[src/rtl/mod6_sat_cnt.sv]
// Saturating up-counter with synchronous clear; clear wins over increment.
module mod6_sat_cnt #(
    parameter int unsigned W = 8
) (
    input  logic         clk,
    input  logic         rst_n,
    input  logic         inc,
    input  logic         clr,
    output logic [W-1:0] count
);

    always_ff @(posedge clk or negedge rst_n) begin
        if (!rst_n) begin
            count <= '0;
        end else if (clr) begin
            count <= '0;
        end else if (inc && (count != '1)) begin
            count <= count + W'(1);
        end
    end

endmodule

[config.mk]
export PLATFORM = sky130hd
export DESIGN_NAME = mod6_sat_cnt
export DESIGN_NICKNAME = d
export VERILOG_FILES = /design/src/rtl/mod6_sat_cnt.sv
export SDC_FILE = /design/constraint.sdc
export NUM_CORES = 1
export LEC_CHECK = 0
export CORE_AREA = 2 2 39 41
export CTS_CLUSTER_DIAMETER = 120
export DETAILED_ROUTE_END_ITERATION = 6
export DIE_AREA = 0 0 41 43
export GPL_TIMING_DRIVEN = 0
export PLACE_DENSITY_LB_ADDON = 0.3
export SYNTH_ARGS = -nofsm -noshare
export SYNTH_HDL_FRONTEND = slang
export SYNTH_SLANG_ARGS = --single-unit
export TNS_END_PERCENT = 10
[constraint.sdc]
create_clock -name clk -period 3.2 [get_ports clk]
set_input_delay 0.32 -clock clk [delete_from_list [all_inputs] [get_ports clk]]
set_output_delay 0.32 -clock clk [all_outputs]
set_load 0.02 [all_outputs]
# Word-level counts from Yosys, hierarchy flattened
# Cells that the tools add are included.
[totals] out_inout_bits=8 inputBits=4 elab_cells=7 reg_bits=8
[classes] eq_ne=1 addsub=1 muxes=2 reduce_logical=2
[op_table] op="two-way mux 8 bit" count=2
[op_table] op="adder 8 x 1 -> 8 bit (second input constant)" count=1
[op_table] op="!= test 8 bit (second input constant)" count=1
[op_table] op="nonzero test 2 bit" count=1
[op_table] op="logical AND 1 bit" count=1

# Longest topological paths before layout
[logic_depth] ltp_word=4 mapped_depth=4 ltp_nobuf=4

# Least setup slack after synthesis
# Ideal clock, no wire load.
[synth_timing] path_kind="register -> register" start="register count[0]" end="register count[0]" n_path_buf=0 path_slack_ps=1509 t_required_ps=3075 setup_time_ps=125 arrival_ps=1567 synth_period_minus_slack_ps=1691 stages_incl_launch_ff=5 cell_sequence="dfrtp_1 ha_1 and4_2 a21boi_1 mux2_2"
[synth_via] elab_chain_cells=3 elab_cells_between_ends=6 classes_between="1 x add/sub; 1 x eq/ne; 2 x mux; 2 x reduce/logical"
[synth_lines] item="start, declared" line="9" text="output logic [W-1:0] count"
[synth_lines] item="start signal, assigned" line="18" text="count <= count + W'(1);"
[synth_lines] item="adder 8 x 1 -> 8 bit or != test 8 bit (tied branches)" line="18, 17"
[synth_lines] item="two-way mux 8 bit or logical AND 1 bit (tied branches)" line="17" text="end else if (inc && (count != '1)) begin"
[synth_lines] item="two-way mux 8 bit or nonzero test 2 bit (tied branches)"
# Parallel ways exist; a longest one is shown, timed or not. The select of a mux whose other input is x is not followed.
# A chain may end at the register's enable or synchronous reset.

# Worst setup path in the final report
# Same ends and word-level chain as after synthesis.

==> impl_metrics.tcl <==
set metrics [dict create \
    status "finished, final reports clean" \
    synth.distinct_cells 28 \
    pwr_density_cell_nw_per_um2 341 \
    drive_above_1_share 0.129 \
    hold_class "in -> async" \
    max_freq_ghz 0.584 \
    synth_top_area_frac 0.431 \
    critPathSlowestCell "dfrtp_1" \
    ir_worst_vdd_uv 168 \
    period_minus_slack_ns 1.71 \
    cts_sinks 8 \
    synth_area_per_cell_um2 9.47 \
    grt_usage 0.133 \
    cts_buffers 3 \
    p_leak_nw 0.240 \
    fillers 149 \
    die_w_um 41 \
    drt_wl_total_um 946 \
    seq_area_frac_synth 0.431 \
    dieArea_um2 1760 \
    port_buffers 10 \
    synth-edff-count 0 \
    syn_area_um2 464 \
    first_pass_iters 4 \
    holdBufCountCts 0 \
    intPower_mw 0.158 \
    p_comb_frac 0.120 \
    drtIter0Drc 6 \
    ys.flop_type "dfrtp_1" \
    seqPwrFrac 0.519 \
    fin_hold_ws_ns 0.354 \
    first_global_vias 363 \
    preCtsSetupSlack_ns 1.50 \
    crit_type "reg -> reg" \
    path_buf_inv 0 \
    drv_cap 0 \
    critPathTopFamily "flip-flops" \
    routedWlPerCell_um 12.1 \
    largest_register_ff_count 8 \
    synth_most_common_cell "dfrtp_1" \
    cts.path.max_buffers 2 \
    rows 14 \
    slowest_delay_ns 0.43 \
    antenna_found_initial 0 \
    r2r_slack_ns 1.49 \
    hold_viol_final 0 \
    cts_tree "done" \
    viasPerCell 5.56 \
    reg.largest.list "count: 8 flops" \
    netlist_instances 49 \
    ys_seq_elements 8 \
    core_area_um2 1380 \
    grt_overflow 0 \
    vias 434 \
    setup_tns_ns 0 \
    yosys.area.top_type "dfrtp_1" \
    cp.required_ns 3.33 \
    maxSlewHeadroom 0.732 \
    worstSkewPairLatency_ns 0.25 \
    swShare 0.235 \
    largest-register "count" \
    postCtsResizedCells 0 \
    yosysWarnings 0 \
    ant_nets 0 \
    path_max_fanout 7 \
    antenna_cells 0 \
    cp.arrival_ns 1.85 \
    end_kind "flip-flop" \
    clk_pin_slew_ns 0.05 \
    synth_fp_nets 54 \
    maxSlewViolCount 0 \
    drc 0 \
    globalplace.congestion 0.757 \
    startpoint_type "flip-flop" \
    period_share 0.535 \
    crit_chain "ha_1 -> and4_2 -> a21boi_1 -> mux2_2" \
    grt_max_degree 11 \
    cts_root_buffer "clkbuf_4" \
    final.setup_skew_ns 0.00138 \
    synth_area_leaders "dfrtp_1, mux2_2, nor3_1" \
    ios 12 \
    synth_common_cells "dfrtp_1, nor3_1, a21oi_1, nand2b_1, nor2b_1" \
    power_switching_mw 0.0485 \
    nets 69 \
    synthArstFlopShare 1.00 \
    synthToLayoutAreaGrowth_pct 30.7 \
    finalSetupViolCount 0 \
    chipHeight_um 43 \
    tightest_slew_ns 0.402 \
    initial_utilization 0.335 \
    grt_setup_unrepaired "false" \
    setup_slack_ns 1.49 \
    pwr-share-clk 0.361 \
    htreeDepth 1 \
    post_cts_buffers 0 \
    grt_first_pass_wirelength_mm 1.55 \
    hpwl_um 705 \
]
## metal layers
layer / GRT usage / vias up / routed length, µm
met1: 0.205 / 205 / 454
met2: 0.159 / 20 / 407
met5: 0 / - / 0
met3: 0.0314 / 2 / 78
met4: 0.0800 / 0 / 5
li1: - / 207 / -
## cell usage in the layout, fill, tap and decap left out, drive strengths merged, types with 3 or more instances in the layout
cell type / synthesis / layout
clkdlybuf4s50: 0 / 10
dfrtp: 8 / 8
nor3: 4 / 4
clkbuf: 1 / 4
a21oi: 3 / 3
nand2b: 3 / 3
nor2b: 3 / 3
nand3: 3 / 3
## through the flow
step	instances	instance area (µm²)	power (mW)	utilization
final	78	607	0.207	0.439
after global routing	78	607	0.223	0.439
after CTS	78	607	0.211	0.439
after detailed placement	75	584	0.134	0.422
after global placement	75	584	0.134	0.422
after floorplan	49	464	0.122	-
## cell type report
type | instances | area, µm² | share of cell area
Inverter | 2 | 7.51 | 0.0124
Buffer | 2 | 8.76 | 0.0144
Clock buffer | 3 | 22.5 | 0.0371
Sequential cell | 8 | 200 | 0.330
Timing Repair Buffer | 10 | 100 | 0.165
Multi-Input combinational cell | 37 | 248 | 0.408
Tap cell | 16 | 20.0 | 0.0330
## power groups by stage
stage / combinational [mW] / sequential (mW) / clock, mW
floorplan: 0.0103 / 0.111 / 0
global placement: 0.0247 / 0.109 / 0
detailed placement: 0.0253 / 0.109 / 0
CTS: 0.0255 / 0.107 / 0.0784
global route: 0.0283 / 0.108 / 0.0866
finish: 0.0248 / 0.107 / 0.0747
## path summary, 6_finish.rpt
| path | startpoint | to | depth (start not counted) |
|---|---|---|---|
| setup / recovery | count[0]$_DFFE_PN0P_ | count[0]$_DFFE_PN0P_ | 4 |
| min in group clk | inc | count[2]$_DFFE_PN0P_ | 3 |
| hold reg to reg | count[7]$_DFFE_PN0P_ | count[7]$_DFFE_PN0P_ | 2 |
| max in group asynchronous | rst_n | count[3]$_DFFE_PN0P_ | 1 |
| setup reg to reg | count[0]$_DFFE_PN0P_ | count[0]$_DFFE_PN0P_ | 4 |
| hold / removal | rst_n | count[4]$_DFFE_PN0P_ | 1 |
## cells by family after synthesis
family | after synthesis | share of synthesized area
flops | 8 | 0.431
simple gates | 24 | 0.310
mux | 3 | 0.0701
buf+inv | 4 | 0.0350
fa+ha+maj | 1 | 0.0269
compound gates | 9 | 0.127
(Power assumes the default switching activity.)
